<file path="config.mk">
export PLATFORM = sky130hd
export DESIGN_NAME = mem_arbiter
export DESIGN_NICKNAME = d
export VERILOG_FILES = /design/src/rtl/mem_arbiter_pkg.sv /design/src/rtl/mem_arbiter.sv
export SDC_FILE = /design/constraint.sdc
export NUM_CORES = 1
export LEC_CHECK = 0
export CAP_MARGIN = 25
export CORE_MARGIN = 4
export CORE_UTILIZATION = 45
export CTS_CLUSTER_SIZE = 30
export DETAILED_ROUTE_END_ITERATION = 12
export GPL_ROUTABILITY_DRIVEN = 0
export MAX_ROUTING_LAYER = met4
export PLACE_DENSITY = 0.84
export SYNTH_ARGS = -nofsm -noshare
export SYNTH_HDL_FRONTEND = slang
export SYNTH_SLANG_ARGS = --single-unit
</file>
<file path="constraint.sdc">
create_clock -name clk -period 4.3 [get_ports clk]
set_input_delay 0.86 -clock clk [delete_from_list [all_inputs] [get_ports clk]]
set_output_delay 0.86 -clock clk [all_outputs]
set_load 0.005 [all_outputs]
</file>
<file path="src/rtl/mem_arbiter_pkg.sv">
// Shared widths, arbiter state encoding and watchdog default for mem_arbiter.
package mem_arbiter_pkg;

  localparam int unsigned REG_BUS             = 32;
  localparam int unsigned INST_ADDR_BUS       = 32;
  localparam int unsigned INST_BUS            = 32;
  localparam int unsigned MEM_TIMEOUT_DEFAULT = 255;

  typedef enum logic [1:0] {
    ARB_IDLE   = 2'd0,
    ARB_BUSY_D = 2'd1,
    ARB_BUSY_I = 2'd2
  } arb_state_t;

endpackage

</file>
<file path="src/rtl/mem_arbiter.sv">
// Two-requester single-port bus arbiter (data over fetch) with ack watchdog
// and pipeline stall request.
module mem_arbiter
  import mem_arbiter_pkg::*;
#(
  parameter int unsigned MEM_TIMEOUT = MEM_TIMEOUT_DEFAULT
) (
  input  logic                     clk,
  input  logic                     rst,
  input  logic                     if_ce_i,
  input  logic [INST_ADDR_BUS-1:0] if_addr_i,
  output logic [INST_BUS-1:0]      if_data_o,
  output logic                     if_ready_o,
  input  logic                     d_ce_i,
  input  logic                     d_we_i,
  input  logic [3:0]               d_sel_i,
  input  logic [REG_BUS-1:0]       d_addr_i,
  input  logic [REG_BUS-1:0]       d_wdata_i,
  output logic [REG_BUS-1:0]       d_rdata_o,
  output logic                     d_ready_o,
  output logic                     bus_req_o,
  output logic                     bus_we_o,
  output logic [3:0]               bus_sel_o,
  output logic [REG_BUS-1:0]       bus_addr_o,
  output logic [REG_BUS-1:0]       bus_wdata_o,
  input  logic [REG_BUS-1:0]       bus_rdata_i,
  input  logic                     bus_ack_i,
  output logic                     bus_err_o,
  output logic                     stallreq_o
);

  arb_state_t  state;
  logic [31:0] cnt;
  logic        timeout;

  assign timeout    = (cnt + 32'd1) == 32'(MEM_TIMEOUT);
  assign stallreq_o = (d_ce_i & ~d_ready_o) | (if_ce_i & ~if_ready_o);

  always_ff @(posedge clk or negedge rst) begin
    if (!rst) begin
      state       <= ARB_IDLE;
      cnt         <= '0;
      bus_req_o   <= 1'b0;
      bus_we_o    <= 1'b0;
      bus_sel_o   <= '0;
      bus_addr_o  <= '0;
      bus_wdata_o <= '0;
      if_data_o   <= '0;
      if_ready_o  <= 1'b0;
      d_rdata_o   <= '0;
      d_ready_o   <= 1'b0;
      bus_err_o   <= 1'b0;
    end else begin
      if_ready_o <= 1'b0;
      d_ready_o  <= 1'b0;
      bus_err_o  <= 1'b0;
      case (state)
        ARB_IDLE: begin
          // A requester whose ready pulse is still high has its old request
          // on the wire; masking it here avoids a duplicate grant.
          if (d_ce_i && !d_ready_o) begin
            state       <= ARB_BUSY_D;
            cnt         <= '0;
            bus_req_o   <= 1'b1;
            bus_we_o    <= d_we_i;
            bus_sel_o   <= d_sel_i;
            bus_addr_o  <= d_addr_i;
            bus_wdata_o <= d_wdata_i;
          end else if (if_ce_i && !if_ready_o) begin
            state       <= ARB_BUSY_I;
            cnt         <= '0;
            bus_req_o   <= 1'b1;
            bus_we_o    <= 1'b0;
            bus_sel_o   <= 4'b1111;
            bus_addr_o  <= if_addr_i;
          end
        end
        ARB_BUSY_D: begin
          if (bus_ack_i) begin
            state     <= ARB_IDLE;
            bus_req_o <= 1'b0;
            d_ready_o <= 1'b1;
            if (!bus_we_o) d_rdata_o <= bus_rdata_i;
          end else if (timeout) begin
            state     <= ARB_IDLE;
            bus_req_o <= 1'b0;
            d_ready_o <= 1'b1;
            bus_err_o <= 1'b1;
            if (!bus_we_o) d_rdata_o <= '0;
          end else begin
            cnt <= cnt + 32'd1;
          end
        end
        ARB_BUSY_I: begin
          if (bus_ack_i) begin
            state      <= ARB_IDLE;
            bus_req_o  <= 1'b0;
            if_ready_o <= 1'b1;
            if_data_o  <= bus_rdata_i;
          end else if (timeout) begin
            state      <= ARB_IDLE;
            bus_req_o  <= 1'b0;
            if_ready_o <= 1'b1;
            bus_err_o  <= 1'b1;
            if_data_o  <= '0;
          end else begin
            cnt <= cnt + 32'd1;
          end
        end
        default: state <= ARB_IDLE;
      endcase
    end
  end

endmodule
</file>
Yosys cells after proc, flatten, opt, wreduce, memory -nomap -nowiden
Index checks and enable logic that the tools add are counted.

storage, ports and cells
  bits in registers = 171
  output and inout bits = 138
  input bits = 138

cells by class
  reductions and logical operators = 16
  equal/unequal tests = 9
  add/sub/neg operators = 1
  multiplexer cells = 33
  bitwise operators = 5

operators with widths
  operator                                                                number
  32-bit two-way mux                                                      12
  32-bit case mux with 2 select lines                                     1
  32-bit by 1-bit adder with 32-bit output, second input constant         1
  32-bit by 8-bit equality test with 1-bit output, second input constant  1
  1-bit two-way mux                                                       12
  2-bit two-way mux                                                       4
  4-bit two-way mux                                                       2
  2-bit != test, second input constant                                    4
  2-bit AND reduction                                                     4
  4-bit AND reduction                                                     2
  2-bit nonzero test                                                      3
  2-bit case mux with 2 select lines                                      1
  3-bit by 1-bit != test with 1-bit output, second input constant         1
  3-bit != test, second input constant                                    1
  3-bit AND reduction                                                     1
  1-bit bitwise AND                                                       2
  2-bit by 1-bit equality test with 1-bit output, second input constant   1
  2-bit equality test, second input constant                              1
  1-bit logical AND                                                       2
  1-bit zero test                                                         2
  2-bit zero test                                                         1
  1-bit NOT                                                               2
  1-bit case mux with 2 select lines                                      1
  2-bit OR reduction                                                      1
  1-bit bitwise OR                                                        1

Depth between registers and ports, before layout
  depth in word-level cells = 5
  gate-level depth with buffers = 12

Least setup slack after synthesis
OpenSTA, ideal clock, no wires.

  kind = register -> register
  start = register cnt[0]
  end = register cnt[9]
  cell stages (with the launch flop) = 13
  library setup time = 0.125 ns
  setup slack = 1.237 ns
  buffers on the path = 3
  required time = 4.175 ns
  data arrival time = 2.938 ns
  cell sequence = dfrtp_1 -> ha_1 -> nand2_1 -> or3_1 -> clkbuf_1 -> nor4_1 -> xnor2_1 -> o2111ai_2 -> or4_1 -> buf_2 -> buf_6 -> a31oi_1 -> nand2_1

between the ends
  cells in the longest elaborated chain, start to end = 4
  elaborated cells between the ends (all ways) = 7
  classes of those cells = 1 x add/sub; 2 x eq/ne; 3 x mux; 1 x reduce/logical

RTL lines
  what                                                                                                line                                                      text
  from (decl)                                                                                         mem_arbiter.sv:33                                         logic [31:0] cnt;
  from (signal assigned)                                                                              mem_arbiter.sv:91                                         cnt <= cnt + 32'd1;
  from (signal assigned)                                                                              mem_arbiter.sv:107                                        cnt <= cnt + 32'd1;
  32-bit by 1-bit adder with 32-bit output (*)                                                        mem_arbiter.sv:36, mem_arbiter.sv:91, mem_arbiter.sv:107
  32-bit by 8-bit equality test with 1-bit output / 32-bit two-way mux (equally long branches)        mem_arbiter.sv:36, mem_arbiter.sv:84, mem_arbiter.sv:100
  2-bit != test (no source line) / 32-bit two-way mux (equally long branches)                         -
  4-bit AND reduction (no source line) / 32-bit case mux with 2 select lines (equally long branches)  -

Mark *: on every way between the ends. The rest lies on a longest branch, timed or not. The select of a mux whose other input is x is not followed.
A chain may end at the register's enable or synchronous reset.

Worst setup path in the final report
  start = register cnt[0]
  end = register if_data_o[2]

between the ends
  cells in the longest elaborated chain, start to end = 4

RTL lines
  what                                             line               text
  32-bit by 1-bit adder with 32-bit output         mem_arbiter.sv:36  assign timeout = (cnt + 32'd1) == 32'(MEM_TIMEOUT);
  32-bit by 8-bit equality test with 1-bit output  mem_arbiter.sv:36
  2-bit nonzero test (no source line)              -
  2-bit AND reduction (no source line)             -
  to (signal assigned)                             mem_arbiter.sv:99  if_data_o <= bus_rdata_i;
  to (decl)                                        mem_arbiter.sv:12  output logic [INST_BUS-1:0] if_data_o,

No other way between the ends.

==> results.yml <==
outcome:
  status: "finished clean"
critical_path:
  crit_type: "flop to flop"
  cp_num_cells: 11
  cp_cell_sequence: "ha_1 -> nand2_1 -> or3_1 -> nor4_1 -> xnor2_1 -> o2111ai_2 -> nor4_4 -> buf_4 -> o21ai_2 -> buf_4 -> a22o_1"
  slowest_delay_ns: 0.54
  crit_family: "simple AND/OR/NAND/NOR gates"
  cp-end-kind: "flop"
  path_buf_inv: 2
  crit_fanout: 33
  reg2regPathDepth: 11
  required_ns: 4.60
  rr_startpoint: "cnt[0]$_DFFE_PN0P_"
  cpMaxStageDelayCell: "or3_1"
  reg2reg_setup_slack_ns: 0.66
  arrival_ns: 3.94
  r2r_end: "if_data_o[2]$_DFFE_PN0P_"
  critPathLaunchType: "flop"
  crit_top_cell: "buf_4"
timing:
  max_clock_freq_ghz: 0.275
  timing.final.max_slew_violations: 0
  whs_ns: 0.458
  setup_viol: 0
  layout_min_cycle_time_ns: 3.64
  max_slew_margin_pct: 36.9
  report.final.hold_viol_count: 0
  finalSetupTns_ns: 0
  clock_skew_ns: 0.0109
  rsz0062_at_grt: "false"
  post-route-period-util_pct: 84.6
  worst-slew-pin-transition_ns: 0.946
logic_synthesis:
  syn_avg_cell_area_um2: 10.9
  yosysWarnings: 0
  synth_flop_cell: "dfrtp_1"
  syn_inst: 742
  synth_top_area_share_pct: 52.9
  syn_area_mm2: 0.00810
  seq_area_frac_synth_pct: 52.9
  ys_seq_elements: 171
  syn_nets: 886
  synth_enable_flop_cells: 0
  yosysMostFrequentCell: "dfrtp_1"
  async_flop_share_pct: 100
  synth_common_cells: "171 x dfrtp_1, 70 x nand2_1, 64 x a22o_1"
  ys_types: 69
  synth.area.top_cells: "dfrtp_1 53%, a22o_1 6.9%, mux2_2 4.5%"
  synth_area_leader_cell: "dfrtp_1"
grt:
  grt_max_degree: 76
  antenna_found_initial: 0
  grt-ovfl-total: 0
  grt_pass1_wl_um: 39800
  grtUsageTotal_pct: 25.8
  grt_pass1_vias: 7192
floorplan:
  die_width_um: 142
  ios: 276
  core_mm2: 0.0175
  die_h_um: 142
  initial_core_util_pct: 46.3
  die_area_mm2: 0.0202
  row_count: 48
cts:
  tritoncts: "built"
  worstSkewPairLatency_ns: 0.43
  post_cts_buffers: 0
  root_buffer: "clkbuf_16"
  clock-sinks: 171
  htreeDepth: 4
  cts_buffer_depth: 2
  postCtsHoldBufs: 0
  path_clk_slew_ns: 0.06
  cts_made_buffers: 17
  cts_resized: 0
layout:
  syn2layout_area_growth_pct: 44.1
  fillCellCount: 1262
  drive_gt1_share_pct: 9.97
  num_antenna_cells: 0
  layout.cells.non_filler: 1228
  nets: 1135
route:
  routedWlPerCell_um: 20.9
  drtIter0Drc: 667
  final_antenna_net_count: 0
  first_pass_iters: 5
  route.detailed.drc: 0
  via_per_inst: 5.88
  dr_total_vias: 7215
  routed_wirelength_um: 25600
pwr:
  p_comb_share_pct: 42.0
  vdd_drop_max_uv: 419
  p_switching_mw: 2.42
  pwr-share-clk_pct: 21.9
  p_per_area_mw_per_mm2: 639
  swShare_pct: 32.5
  internal_power_mw: 5.03
  pwr-share-seq_pct: 36.1
  leakage_nw: 4.87
placement:
  port_buffers: 275
  hpwl_um: 17900
  dp_cells: 1197
run:
  timing.max_cap.violations: 0
hold_path:
  hp-class: "input port to asynchronous set/reset pin"
## worst max path at each step
stage | from | end | slack [ns]
floorplan | cnt[0]$_DFFE_PN0P_ | cnt[9]$_DFFE_PN0P_ | 1.24
global placement | cnt[8]$_DFFE_PN0P_ | cnt[20]$_DFFE_PN0P_ | 0.86
detailed placement | cnt[3]$_DFFE_PN0P_ | if_data_o[4]$_DFFE_PN0P_ | 0.78
CTS | cnt[0]$_DFFE_PN0P_ | if_data_o[2]$_DFFE_PN0P_ | 0.73
global route | cnt[0]$_DFFE_PN0P_ | if_data_o[12]$_DFFE_PN0P_ | 0.47
finish | cnt[0]$_DFFE_PN0P_ | if_data_o[2]$_DFFE_PN0P_ | 0.66
## state kept, by name (all words and copies together) (netlist names)
| name | cells |
|---|---|
| bus_we_o | 1 |
| bus_err_o | 1 |
| bus_req_o | 1 |
| d_ready_o | 1 |
| bus_addr_o | 32 |
| cnt | 32 |
| bus_wdata_o | 32 |
| state | 2 |
| if_ready_o | 1 |
| bus_sel_o | 4 |
| d_rdata_o | 32 |
| if_data_o | 32 |
## cell usage in the layout (no fill, tap or decap), types with 9 or more instances in the layout
master,instances
mux2_2,32
clkdlybuf4s50_1,274
nor3_1,13
buf_4,22
dfrtp_1,171
a22o_1,64
nand2_1,69
o211ai_1,9
nand4_1,11
mux2i_1,34
inv_1,11
a31oi_1,13
or4_1,10
nor2_1,25
a21oi_1,10
nand3_1,29
clkbuf_16,17
o21ai_0,35
o221ai_1,9
## cell type report
cell class	count	area (um^2)	area share, %
Sequential cell	171	4280	36.7
Timing Repair Buffer	298	2940	25.2
Clock buffer	18	429	3.68
Multi-Input combinational cell	492	3500	30.0
Tap cell	225	282	2.41
Clock inverter	13	191	1.64
Inverter	11	41.3	0.354
## kinds of logic (layout without fill, tap and decap cells)
family / count (synthesis) / in the layout / synth area share, %
buf+inv: 79 / 340 / 4.11
fa+ha+maj: 6 / 6 / 0.927
mux: 66 / 66 / 8.66
flops: 171 / 171 / 52.9
xor+xnor: 8 / 8 / 0.866
compound gates: 197 / 197 / 18.5
simple gates: 215 / 215 / 14.1
## metrics by stage
step	worst slack [ns]	total power [mW]	cell area, um^2	utilization (%)
floorplan	1.24	3.93	8100	-
global route	0.470	7.84	11700	66.7
global placement	0.862	5.72	11000	63.2
finish	0.661	7.45	11700	66.7
detailed placement	0.779	5.80	11000	63.2
CTS	0.731	7.49	11700	66.7
## metal layers
metal,vias to the layer above,routed length (um),track usage (%)
met4,0,539,6.67
met5,-,0,-
met3,46,2230,7.83
met1,3534,10200,32.4
li1,3270,-,-
met2,365,12700,41.0
## power by group through the flow
| stage | logic [mW] | clock network (mW) | registers, mW |
|---|---|---|---|
| after global placement | 3.06 | 0 | 2.66 |
| after global routing | 3.36 | 1.72 | 2.76 |
| after detailed placement | 3.13 | 0 | 2.67 |
| after floorplan | 1.27 | 0 | 2.66 |
| after CTS | 3.15 | 1.66 | 2.68 |
| final | 3.13 | 1.63 | 2.69 |
Note: power is estimated with default switching activity, not from simulation.
